File: src/rtl/pps_correction_ctrl.sv
// pps_correction_ctrl
// Selects one of two asynchronous PPS sources and measures the interval
// between its edges against the nominal period. Qualified edges are
// forwarded as a timestamp strobe, and a four-state machine reports lock.
// Correction of the downstream DDS is enabled only while locked.
module pps_correction_ctrl #(
   parameter int TIMESTAMP_WIDTH = 64,
   parameter int PPS_PERIOD      = 160000000,
   parameter int PPS_TOL         = 1000,
   parameter int LOCK_COUNT      = 4
) (
   input  logic                       clk,
   input  logic                       reset,
   input  logic [1:0]                 pps_in,
   input  logic [1:0]                 src_enable,
   input  logic                       src_pref,
   input  logic [TIMESTAMP_WIDTH-1:0] timestamp,
   output logic [TIMESTAMP_WIDTH-1:0] time_pps,
   output logic                       pps_valid,
   output logic                       correction_mode,
   output logic                       active_src,
   output logic                       locked,
   output logic [15:0]                bad_pps_cnt
);

   // Acceptance window and counter ceiling, all in clk cycles.
   localparam logic [31:0] CNT_LO  = 32'(PPS_PERIOD - PPS_TOL);
   localparam logic [31:0] CNT_HI  = 32'(PPS_PERIOD + PPS_TOL);
   localparam logic [31:0] CNT_SAT = 32'(PPS_PERIOD + PPS_TOL + 1);

   localparam int              GW        = $clog2(LOCK_COUNT + 1);
   localparam logic [GW-1:0]   GOOD_LAST = GW'(LOCK_COUNT - 1);
   localparam logic [GW-1:0]   GOOD_FULL = GW'(LOCK_COUNT);

   typedef enum logic [1:0] {
      ST_IDLE     = 2'd0,
      ST_ACQUIRE  = 2'd1,
      ST_LOCKED   = 2'd2,
      ST_HOLDOVER = 2'd3
   } state_t;

   // Synchronizer chain and edge detect.
   logic [1:0]    r_sync1;
   logic [1:0]    r_sync2;
   logic [1:0]    r_sync3;
   logic [1:0]    w_edge;

   // Control state.
   state_t        r_state;
   state_t        w_state_nxt;
   logic          r_have_ref;
   logic          w_have_ref_nxt;
   logic [GW-1:0] r_good_cnt;
   logic [GW-1:0] w_good_cnt_nxt;
   logic          r_active;
   logic          w_active_nxt;
   logic [15:0]   r_bad_cnt;
   logic          w_bad_inc;
   logic          r_pref_q;

   // Interval measurement and forwarding.
   logic [31:0]                r_cnt;
   logic                       w_fwd;
   logic                       r_pps_valid;
   logic [TIMESTAMP_WIDTH-1:0] r_time_pps;

   // Decoded conditions.
   logic          w_none;
   logic          w_act_dis;
   logic          w_pref_chg;
   logic          w_cfg;
   logic          w_edge_act;
   logic          w_in_win;
   logic          w_sat;
   logic          w_first;
   logic          w_good;
   logic          w_bad;
   logic          w_idle_sel;

   // Two flops to resolve metastability, a third to detect the rising edge.
   // NOTE: sequential state uses non-blocking (<=) so every flop samples the
   // pre-edge value of its neighbour; blocking here would collapse the chain.
   always_ff @(posedge clk) begin
      if (reset) begin
         r_sync1 <= '0;
         r_sync2 <= '0;
         r_sync3 <= '0;
      end else begin
         r_sync1 <= pps_in;
         r_sync2 <= r_sync1;
         r_sync3 <= r_sync2;
      end
   end

   assign w_edge = r_sync2 & ~r_sync3;

   // Configuration events. A changed preference only matters if the newly
   // preferred source is actually enabled.
   assign w_none     = (src_enable == 2'b00);
   assign w_act_dis  = ~src_enable[r_active];
   assign w_pref_chg = (src_pref != r_pref_q) && src_enable[src_pref];
   assign w_cfg      = (r_state != ST_IDLE) && (w_none || w_act_dis || w_pref_chg);

   // Only the active source's edge counts, never in IDLE, and a simultaneous
   // configuration change swallows it.
   assign w_edge_act = w_edge[r_active] && (r_state != ST_IDLE) && !w_cfg;

   assign w_in_win = (r_cnt >= CNT_LO) && (r_cnt <= CNT_HI);
   assign w_sat    = (r_cnt == CNT_SAT);
   assign w_first  = w_edge_act && !r_have_ref;
   assign w_good   = w_edge_act &&  r_have_ref &&  w_in_win;
   assign w_bad    = w_edge_act &&  r_have_ref && !w_in_win;

   // Leaving IDLE: preferred source if enabled, otherwise the other one.
   assign w_idle_sel = src_enable[src_pref] ? src_pref : ~src_pref;

   // Cycles since the last active edge. The cycle after an edge is already
   // one cycle into the new interval, so the count restarts at 1 and reads
   // exactly the edge-to-edge spacing when the next edge arrives.
   always_ff @(posedge clk) begin
      if (reset) begin
         r_cnt <= '0;
      end else if (w_edge_act) begin
         r_cnt <= 32'd1;
      end else if (r_cnt != CNT_SAT) begin
         r_cnt <= r_cnt + 32'd1;
      end
   end

   // Next-state, reference tracking, source selection and forward decision.
   // NOTE: every output of this block gets a default first; a path that
   // leaves one unassigned would infer a latch.
   always_comb begin
      w_state_nxt    = r_state;
      w_have_ref_nxt = r_have_ref;
      w_good_cnt_nxt = r_good_cnt;
      w_active_nxt   = r_active;
      w_bad_inc      = 1'b0;
      w_fwd          = 1'b0;

      if (r_state == ST_IDLE) begin
         if (!w_none) begin
            w_active_nxt   = w_idle_sel;
            w_have_ref_nxt = 1'b0;
            w_good_cnt_nxt = '0;
            w_state_nxt    = ST_ACQUIRE;
         end
      end else if (w_none) begin
         w_have_ref_nxt = 1'b0;
         w_good_cnt_nxt = '0;
         w_state_nxt    = ST_IDLE;
      end else if (w_act_dis) begin
         // The other source must be enabled, otherwise w_none would be set.
         w_active_nxt   = ~r_active;
         w_have_ref_nxt = 1'b0;
         w_good_cnt_nxt = '0;
         w_state_nxt    = ST_ACQUIRE;
      end else if (w_pref_chg) begin
         w_active_nxt   = src_pref;
         w_have_ref_nxt = 1'b0;
         w_good_cnt_nxt = '0;
         w_state_nxt    = ST_ACQUIRE;
      end else begin
         unique case (r_state)
            ST_ACQUIRE: begin
               if (w_first) begin
                  w_fwd          = 1'b1;
                  w_have_ref_nxt = 1'b1;
                  w_good_cnt_nxt = '0;
               end else if (w_good) begin
                  w_fwd = 1'b1;
                  if (r_good_cnt == GOOD_LAST) begin
                     w_good_cnt_nxt = GOOD_FULL;
                     w_state_nxt    = ST_LOCKED;
                  end else begin
                     w_good_cnt_nxt = r_good_cnt + 1'b1;
                  end
               end else if (w_bad) begin
                  // The rejected edge still becomes the new reference.
                  w_good_cnt_nxt = '0;
                  w_bad_inc      = 1'b1;
               end else if (w_sat && r_have_ref) begin
                  // Reference went stale; the next edge starts over.
                  w_have_ref_nxt = 1'b0;
                  w_good_cnt_nxt = '0;
               end
            end
            ST_LOCKED: begin
               if (w_good) begin
                  w_fwd = 1'b1;
               end else if (w_bad) begin
                  w_good_cnt_nxt = '0;
                  w_bad_inc      = 1'b1;
                  w_state_nxt    = ST_ACQUIRE;
               end else if (w_sat) begin
                  w_state_nxt = ST_HOLDOVER;
               end
            end
            ST_HOLDOVER: begin
               if (src_enable[~r_active]) begin
                  w_active_nxt   = ~r_active;
                  w_have_ref_nxt = 1'b0;
                  w_good_cnt_nxt = '0;
                  w_state_nxt    = ST_ACQUIRE;
               end else if (w_edge_act) begin
                  // Same source returns: its edge is a fresh first reference.
                  w_fwd          = 1'b1;
                  w_have_ref_nxt = 1'b1;
                  w_good_cnt_nxt = '0;
                  w_state_nxt    = ST_ACQUIRE;
               end
            end
            default: begin
               w_state_nxt = ST_IDLE;
            end
         endcase
      end
   end

   // State register plus the status counters that follow the FSM decision.
   always_ff @(posedge clk) begin
      if (reset) begin
         r_state    <= ST_IDLE;
         r_have_ref <= 1'b0;
         r_good_cnt <= '0;
         r_active   <= 1'b0;
         r_bad_cnt  <= '0;
         r_pref_q   <= 1'b0;
      end else begin
         r_state    <= w_state_nxt;
         r_have_ref <= w_have_ref_nxt;
         r_good_cnt <= w_good_cnt_nxt;
         r_active   <= w_active_nxt;
         r_pref_q   <= src_pref;
         if (w_bad_inc && (r_bad_cnt != 16'hFFFF)) begin
            r_bad_cnt <= r_bad_cnt + 16'd1;
         end
      end
   end

   // Capture the local time in the cycle after a forwarded edge.
   always_ff @(posedge clk) begin
      if (reset) begin
         r_pps_valid <= 1'b0;
         r_time_pps  <= '0;
      end else begin
         r_pps_valid <= w_fwd;
         if (w_fwd) begin
            r_time_pps <= timestamp;
         end
      end
   end

   assign time_pps        = r_time_pps;
   assign pps_valid       = r_pps_valid;
   assign correction_mode = (r_state == ST_LOCKED);
   assign locked          = (r_state == ST_LOCKED);
   assign active_src      = r_active;
   assign bad_pps_cnt     = r_bad_cnt;

endmodule

File: config.mk
export PLATFORM = sky130hd
export DESIGN_NAME = pps_correction_ctrl
export DESIGN_NICKNAME = d
export VERILOG_FILES = /design/src/rtl/pps_correction_ctrl.sv
export SDC_FILE = /design/constraint.sdc
export NUM_CORES = 1
export LEC_CHECK = 0
export CAP_MARGIN = 20
export CORE_AREA = 8 8 133 135
export DETAILED_ROUTE_END_ITERATION = 10
export DIE_AREA = 0 0 141 143
export DONT_BUFFER_PORTS = 1
export SLEW_MARGIN = 10
export SYNTH_ARGS = -nofsm -noshare
export SYNTH_HDL_FRONTEND = slang
export SYNTH_SLANG_ARGS = --single-unit
File: constraint.sdc
create_clock -name clk -period 3.35 [get_ports clk]
set_input_delay 0.1675 -clock clk [delete_from_list [all_inputs] [get_ports clk]]
set_output_delay 0.1675 -clock clk [all_outputs]
set_load 0.01 [all_outputs]
* Word level (Yosys, flattened, before mapping) *
Index checks and enable logic that the tools add are counted.

word-level totals
  register bits after elaboration = 127
  latch bits = 0
  memory bits (writable) = 0
  ROM bits = 0
  input bits = 71
  output and inout port bits = 84
  word-level logic and storage cells = 152
  memories kept = 0

operators by class
  add/sub/neg operators = 3
  multiply operators = 0
  div/mod/pow operators = 0
  $lt $le $gt $ge = 5
  eq/ne operators = 24
  shift operators = 0
  mux-type cells = 76
  bitwise logic cells = 6
  reduce and logical (&&, ||, !) cells = 25

operators by type and width
  operator               count
  $mux 1                 44
  $mux 3                 14
  $add 32x1->32 const B  1
  $eq 32x28->1 const B   1
  $ge 32x28->1 const B   1
  $le 32x28->1 const B   1
  $ne 32x28->1 const B   1
  $ne 7x7->1 const B     4
  $mux 2                 13
  $ne 6x6->1 const B     3
  $add 16x1->16 const B  1
  $ne 16x16->1 const B   1
  $ne 6x5->1 const B     2
  $reduce_and 6->1       2
  $logic_and 1x1->1      11
  $ne 9x9->1 const B     1
  $pmux 3 s3             1
  $ne 4x2->1 const B     2
  $ne 7x4->1 const B     1
  $ne 7x6->1 const B     1
  $reduce_and 7->1       1
  $lt 1x2->1 const B     3
  $ne 6x3->1 const B     1
  $pmux 2 s3             1
  17 further kinds       27

* Logic depth before layout (Yosys ltp) *
Gate-level depths: netlist of the first run.

  depth in word-level cells = 19
  depth in mapped cells = 12
  gate-level depth less buffers = 10

* Worst setup path before layout of the first run *
Ideal clock, no wire load.

  path type = register to register
  start point = reg r_cnt[10]
  end point = reg r_time_pps[10] (netlist: time_pps[10])
  library setup time = 0.143 ns
  data arrival time = 2.300 ns
  required time = 3.207 ns
  slack = 0.906 ns
  cell stages (with the launch flop) = 13
  buffers on the path = 4
  period minus slack after synthesis = 2.444 ns
  cell sequence = dfxtp_1 buf_2 or4b_1 nor3_1 a21oi_1 a21o_4 and3_1 buf_6 o21a_4 buf_12 buf_12 nand2_2 a21oi_2

between the ends
  longest elaborated chain between the ends = 10
  elaborated cells between the ends (all ways) = 11
  classes of those cells = order compare (2); mux (7); reduce/logical (2)

ends and longest elaborated chain
  item                                          line      text
  start: declaration                            62        logic [31:0] r_cnt;
  start signal: assignment                      126       r_cnt <= r_cnt + 32'd1;
  $ge 32x28->1 or $le 32x28->1 (tied branches)  108       assign w_in_win = (r_cnt >= CNT_LO) && (r_cnt <= CNT_HI);
  $logic_and 1x1->1 *                           108
  $logic_and 1x1->1 *                           111       assign w_good = w_edge_act && r_have_ref && w_in_win;
  $mux 1 *                                      170, 189
  $mux 1                                        166       if (w_first) begin
  $pmux 1 s3 *                                  164       unique case (r_state)
  $mux 1 *                                      158       end else if (w_pref_chg) begin
  $mux 1 *                                      152       end else if (w_act_dis) begin
  $mux 1 *                                      148       end else if (w_none) begin
  $mux 1 *                                      141       if (r_state == ST_IDLE) begin
  end signal: assignment                        249       r_time_pps <= timestamp;
  end: declaration                              65        logic [TIMESTAMP_WIDTH-1:0] r_time_pps;

Mark *: on every way between the ends. The rest lies on a longest branch, timed or not.
A chain may end at the register's enable or synchronous reset.

* Worst setup path in the final report of the first run *
  start point = reg r_state[0]
  end point = reg r_time_pps[47] (netlist: time_pps[47])

between the ends
  longest elaborated chain between the ends = 13
  elaborated cells between the ends (all ways) = 21
  classes of those cells = eq/ne (3); mux (9); reduce/logical (9)

ends and longest elaborated chain
  item                            line      text
  start: declaration              49        state_t r_state;
  start signal: assignment        230       r_state <= w_state_nxt;
  $reduce_bool 2->1               102, 106
  $logic_and 1x1->1               102       assign w_cfg = (r_state != ST_IDLE) && (w_none || w_act_dis || w_pref_chg);
  $logic_not 1->1                 106       assign w_edge_act = w_edge[r_active] && (r_state != ST_IDLE) && !w_cfg;
  $logic_and 1x1->1               106
  $logic_and 1x1->1 (2 in a row)  111
  $mux 1                          170, 189
  $mux 1                          166
  $pmux 1 s3                      164
  $mux 1                          158
  $mux 1                          152
  $mux 1                          148
  $mux 1 *                        141

Marked as above.

==> run summary, run 1 <==
Clock Skew = 0.0124 ns
CTS H-tree lvls = 4
Ys Warns = 0
Crit path max fanout = 24
CTS tree = yes
Overall die height = 143 um
Synth unique cells = 66
Layout Nets = 832
Clk_lat worst skew = 0.43 ns
Post-layout util = 47.7%
Cell accounting for the most synthesized area = dfxtp_1
Largest net degree at the start of global routing = 93
Reg-to-reg critical path startpoint = r_state[0]
Fmax = 339 MHz
1st-pass router iterations = 5
Commonest cells post-synth = 127 x dfxtp_1, 104 x nand2_1, 63 x nor2_1
Antenna cells = 0
Vias in the first global route = 5030
CP top delay family = compound AO/OA/AOI/OAI gates
Num rows = 46
Grt ovf = 0
CP max-delay cell = o21a_4
Post-DRT Antenna Nets = 0
Slew @ Worst Pin = 0.525 ns
Clock Path Buffers = 2
Reg2reg setup slack = 0.40 ns
Max Slew Vio Count = 0
Crit path cell chain = inv_1, ha_1, inv_1, o2111a_1, nand2_1, a21oi_1, o21a_4, buf_4, nand2_2, a21oi_2
GRT Total Usage = 15.7%
FF-to-FF path depth = 10
Most common cell in the synthesized netlist = dfxtp_1
Power per cell area = 483 nW/um2
Port Buffers = 0
P&R area growth vs syn = 22.8%
Post-synth EDFFs = 0
Normalized max-slew margin = 65.0%
Post-Syn Area = 6050 um2
Max Cap Viol = 0
Crit-path max cell delay = 0.46 ns
Cell leakage power = 0.00249 uW
Synth Register Bits = 127
Initial Util = 38.8%
Post-synth top area share = 42.0%
Post-CTS Setup Inserts = 0
CTS Root Cell = clkbuf_16
Post-DR vias/cell = 5.13
Crit Path Class = flip-flop to flip-flop
Clock sinks = 127
RSZ-0062 raised after global routing = false
Syn Inst Count = 689
Die Span X = 141 um
Register area share after synthesis = 42.0%
Most used cell, CP = inv_1
Dpl hpwl = 10.6 mm
Commonest register cell after synthesis = dfxtp_1
Gpl congestion = 0.862
Crit share post-route = 88.0%
Pre-CTS WS = 0.538 ns
Final Hold Vio Count = 0
Initial antenna violation count = 0
Hold path depth = 3
Starting DRT DRC Count = 373
Startpoint types = flip-flop
CP startpoint = r_state[0]
Core area = 15600 um2
Max VDD drop = 0.335 mV
Crit end category = flip-flop
Hold/Removal Path Class = input pin to flip-flop
WP buf/inv = 3
Avg Synthesized Cell Area = 8.79 um2
Setup tns final = 0 ns
Hold Path End = r_good_cnt[1]
Ports = 155
Dominant cells by area after synthesis = dfxtp_1 42%, a21oi_2 8.7%, nand2_1 6.4%, nand2_2 6.2%, xor2_1 4.2%
Share of flip-flops with an asynchronous set or reset = 0%
Critical R2R Capture = time_pps[47]
Final setup viols = 0
Drt drc = 0
Final setup margin = 0.402 ns
Minimum clock period = 2.95 ns
Net Count, Synth = 771
TritonCTS Buffers = 17
Share of post-route cells with drive strength above 1 = 23.3%
Avg WL per Cell = 16.1 um
Via count = 5021
Outcome = completed
Arrival @ worst endpoint = 3.29 ns
Fillcell total = 1401
Total wire length = 15.7 mm
Required time of the critical path = 3.70 ns
Worst-path clk slew = 0.06 ns
Worst hold start = reset
Die area = 20200 um2
First-pass GRT wire length = 25.5 mm
[layer usage]
layer  GRT usage [%]  up-vias  routed length [um]
li1                -     2454                   -
met1            17.6     2341                6380
met2            25.1      206                7470
met3            7.95       20                1630
met4            5.88        0                 235
met5               0        -                   0
[power by group]
group | switching (uW) | internal (uW) | total, uW
logic | 114 | 101 | 216
clock network | 770 | 1060 | 1830
registers | 19.8 | 1530 | 1540
[worst reg2reg max path, cell delays in order (launching register included)]
cell	delay, ns
dfxtp_1	0.39
inv_1	0.12
ha_1	0.32
inv_1	0.11
o2111a_1	0.30
nand2_1	0.22
a21oi_1	0.34
o21a_4	0.46
buf_4	0.35
nand2_2	0.11
a21oi_2	0.16
[kinds of logic (layout without fill, tap and decap cells)]
family	after synthesis	after routing	share of synthesized area (%)
buffers and inverters	48	122	5.56
multiplexers	3	3	0.537
adder cells (fa/ha/maj)	11	11	2.27
XOR/XNOR	39	39	5.64
AO/OA/AOI/OAI	122	122	15.8
AND/OR/NAND/NOR	339	339	28.2
flip-flops	127	127	42.0
[cell type report]
class	count	area, um2	share of cell area [%]
Inverter	12	45.0	0.606
Clock buffer	17	425	5.72
Multi-Input combinational cell	514	3180	42.8
Clock inverter	15	166	2.24
Timing Repair Buffer	78	803	10.8
Tap cell	216	270	3.64
Sequential cell	127	2540	34.2
[cells in the final DEF (no fill, tap or decap), drive strengths merged, types with 2 or more instances in the layout]
cell,Yosys,routed
buf,23,9
a21o,2,2
nor2b,7,7
o21ai,15,15
or2,2,2
and3,14,14
nand4,16,16
or3,7,7
nor2,63,63
nor4,7,7
a21boi,2,2
ha,11,11
dlygate4sd3,0,69
a21oi,83,83
nor3,14,14
o211ai,3,3
clkinv,0,5
a2111oi,2,2
a211oi,4,4
inv,12,21
nand2,164,164
nand3,25,25
and2,4,4
xnor2,10,10
mux2,2,2
dfxtp,127,127
or4,3,3
nand3b,2,2
and4,4,4
xor2,29,29
clkbuf,13,17
[stage by stage]
stage	area, um2	hold WS, ns	instances	power (uW)
floorplan	6050	0.294	689	1690
global placement	6120	0.264	877	1690
detailed placement	6120	0.265	877	1690
CTS	7430	0.0559	979	3620
global route	7430	0.0637	979	3730
finish	7430	0.0613	979	3590
[worst max-delay path by stage]
| stage | depth (start not counted) | endpoint |
|---|---|---|
| after detailed placement | 8 | time_pps[0] |
| after global routing | 10 | time_pps[47] |
| after global placement | 8 | time_pps[0] |
| after floorplan | 12 | time_pps[10] |
| after CTS | 10 | time_pps[48] |
| final | 10 | time_pps[47] |
[flip-flops by register name (all words and copies together), names as in the netlist]
signal,count
r_sync2,2
bad_pps_cnt,16
r_good_cnt,3
r_state,2
active_src,1
r_sync3,2
r_pref_q,1
r_sync1,2
r_cnt,32
pps_valid,1
time_pps,64
r_have_ref,1
[what timing repair did]
| item | CTS | global route |
|---|---|---|
| resized for setup | 0 | 0 |
| hold endpoints to repair | 92 | 0 |
| hold buffers | 70 | 0 |
(Power assumes the default switching activity.)
==> inputs of run 2 (changes only) <==
- clock period: 3.35 -> 3.8 ns (I/O delays scaled with it)
==> run summary, run 2 (synthesis gave the netlist of run 1 again) <==
Outcome = completed (unchanged)
Via count = 4956 (was 5021)
Crit share post-route = 82.0% (was 88.0%)
Avg WL per Cell = 15.9 um (was 16.1 um)
Die area = 20200 um2 (unchanged)
Layout Nets = 829 (was 832)
Final std cells w/o fill = 974 (was 979)
Clk_lat worst skew = 0.41 ns (was 0.43 ns)
Post-layout util = 47.3% (was 47.7%)
Crit-path max cell delay = 0.57 ns (was 0.46 ns)
Initial antenna violation count = 0 (unchanged)
CP max-delay cell = or4_4 (was o21a_4)
Commonest non-fill, non-tap cell in the layout = dfxtp_1 (unchanged)
Total wire length = 15.5 mm (was 15.7 mm)
Max Cap Viol = 0 (unchanged)
Vias in the first global route = 4950 (was 5030)
Max Slew Vio Count = 0 (unchanged)
P&R area growth vs syn = 22.0% (was 22.8%)
Cell leakage power = 0.00246 uW (was 0.00249 uW)
CP top delay family = compound AO/OA/AOI/OAI gates (unchanged)
Drt drc = 0 (unchanged)
Max reg flops = 64 (unchanged)
Placed insts = 874 (was 877)
Crit Path Class = flip-flop to flip-flop (unchanged)
Hold/Removal Path Class = input pin to flip-flop (unchanged)
RSZ-0062 raised after global routing = false (unchanged)
Post-DR vias/cell = 5.09 (was 5.13)
Worst-path clk slew = 0.06 ns (about the same)
CTS Root Cell = clkbuf_16 (unchanged)
Crit path cell chain = or4_4, a2111oi_4, a21o_4, and3_1, o21a_4, buf_12, nand2_1, a21oi_1 (was inv_1, ha_1, inv_1, o2111a_1, nand2_1, a21oi_1, o21a_4, buf_4, nand2_2, a21oi_2)
Ports = 155 (unchanged)
Dpl hpwl = 10.6 mm (about the same)
Die Span X = 141 um (unchanged)
Slew @ Worst Pin = 1.02 ns (was 0.525 ns)
Commonest cells after routing, fill and taps aside = 127 x dfxtp_1, 104 x nand2_1, 69 x dlygate4sd3_1, 63 x nor2_1 (unchanged)
Arrival @ worst endpoint = 3.44 ns (was 3.29 ns)
1st-pass router iterations = 5 (unchanged)
Port Buffers = 0 (unchanged)
Core area = 15600 um2 (unchanged)
TritonCTS Buffers = 17 (unchanged)
GRT Total Usage = 15.2% (was 15.7%)
Clock sinks = 127 (unchanged)
Max VDD drop = 0.490 mV (was 0.335 mV)
Final setup viols = 0 (unchanged)
Setup tns final = 0 ns (unchanged)
CTS resizes = 0 (unchanged)
Crit end category = flip-flop (unchanged)
Grt ovf = 0 (unchanged)
Num rows = 46 (unchanged)
CTS tree = yes (unchanged)
Largest net degree at the start of global routing = 93 (unchanged)
Normalized max-slew margin = 32.1% (was 65.0%)
Gpl congestion = 0.861 (was 0.862)
Footprint of the multi-input gates = 3180 um2 (unchanged)
Crit path max fanout = 40 (was 24)
Starting DRT DRC Count = 255 (was 373)
First-pass GRT wire length = 24.9 mm (was 25.5 mm)
Clock Skew = 0.0117 ns (was 0.0124 ns)
Startpoint types = flip-flop (unchanged)
Power per cell area = 423 nW/um2 (was 483 nW/um2)
Required time of the critical path = 4.12 ns (was 3.70 ns)
Clock Path Buffers = 2 (unchanged)
Register Area = 2540 um2 (unchanged)
Initial Util = 38.8% (unchanged)
Fmax = 321 MHz (was 339 MHz)
Share of post-route cells with drive strength above 1 = 22.8% (was 23.3%)
Overall die height = 143 um (unchanged)
Power Total = 3130 uW (was 3590 uW)
WP buf/inv = 1 (was 3)
Antenna cells = 0 (unchanged)
Fillcell total = 1456 (was 1401)
CTS H-tree lvls = 4 (unchanged)
Final Hold Vio Count = 0 (unchanged)
Post-DRT Antenna Nets = 0 (unchanged)
Minimum clock period = 3.12 ns (was 2.95 ns)
Post-CTS Setup Inserts = 0 (unchanged)
==> run 2: cell count changes in the layout (fill, tap and decap cells not counted), moves of 2 or more <==
cell and delta:
inv_6 -2, buf_4 -2, inv_8 -4, clkinvlp_4 +2
==> run 2: area by class of cell <==
class                           count  share of cell area [%]
Clock buffer                       18                    5.95
Tap cell                          216                    3.66
Multi-Input combinational cell    514                    43.1
Timing Repair Buffer               75                    10.4
Sequential cell                   127                    34.4
Inverter                           12                   0.610
Clock inverter                     12                    1.86
==> run 2: through the flow <==
stage                     setup slack (ns)  hold WS, ns  instance area, um2
after floorplan                       1.36        0.317                6050
after global placement               0.831        0.288                6090
after detailed placement             0.766        0.291                6090
after CTS                            0.742        0.101                7380
after global routing                 0.504        0.120                7380
final                                0.682        0.130                7380
==> run 2: path summary, 6_finish.rpt <==
kind                            slack (ns)  depth (start not counted)       endpoint        from
worst min-delay path                  0.13                          4  r_good_cnt[1]       reset
worst max-delay path                  0.68                          8   time_pps[23]   r_cnt[28]
worst max register to register        0.68                          8   time_pps[23]   r_cnt[28]
worst min register to register        0.46                          1     r_sync2[1]  r_sync1[1]
==> run 2: routing by layer <==
layer  routed length, um  GRT usage [%]  up-vias
met5                   0              0        -
met4                 176           5.60        0
met3                1580           8.05       12
li1                    -              -     2451
met2                7290           23.4      177
met1                6410           17.6     2316
==> run 2: worst min-delay path, stage by stage <==
cell,delay [ns]
or3_1,0.11
nor3_1,0.06
nand2_1,0.06
o21ai_0,0.06
==> run 2: report_power, final <==
part           internal (uW)  switching, uW  leakage [uW]
Clock                    981            592      0.000279
Combinational           88.1            100       0.00115
Sequential              1350           17.8       0.00103
Total                   2410            711       0.00246
==> run 2: timing repair <==
action,CTS,global route
endpoints found under the setup margin,0,0
endpoints found under the hold margin,92,0
hold buffers,70,0
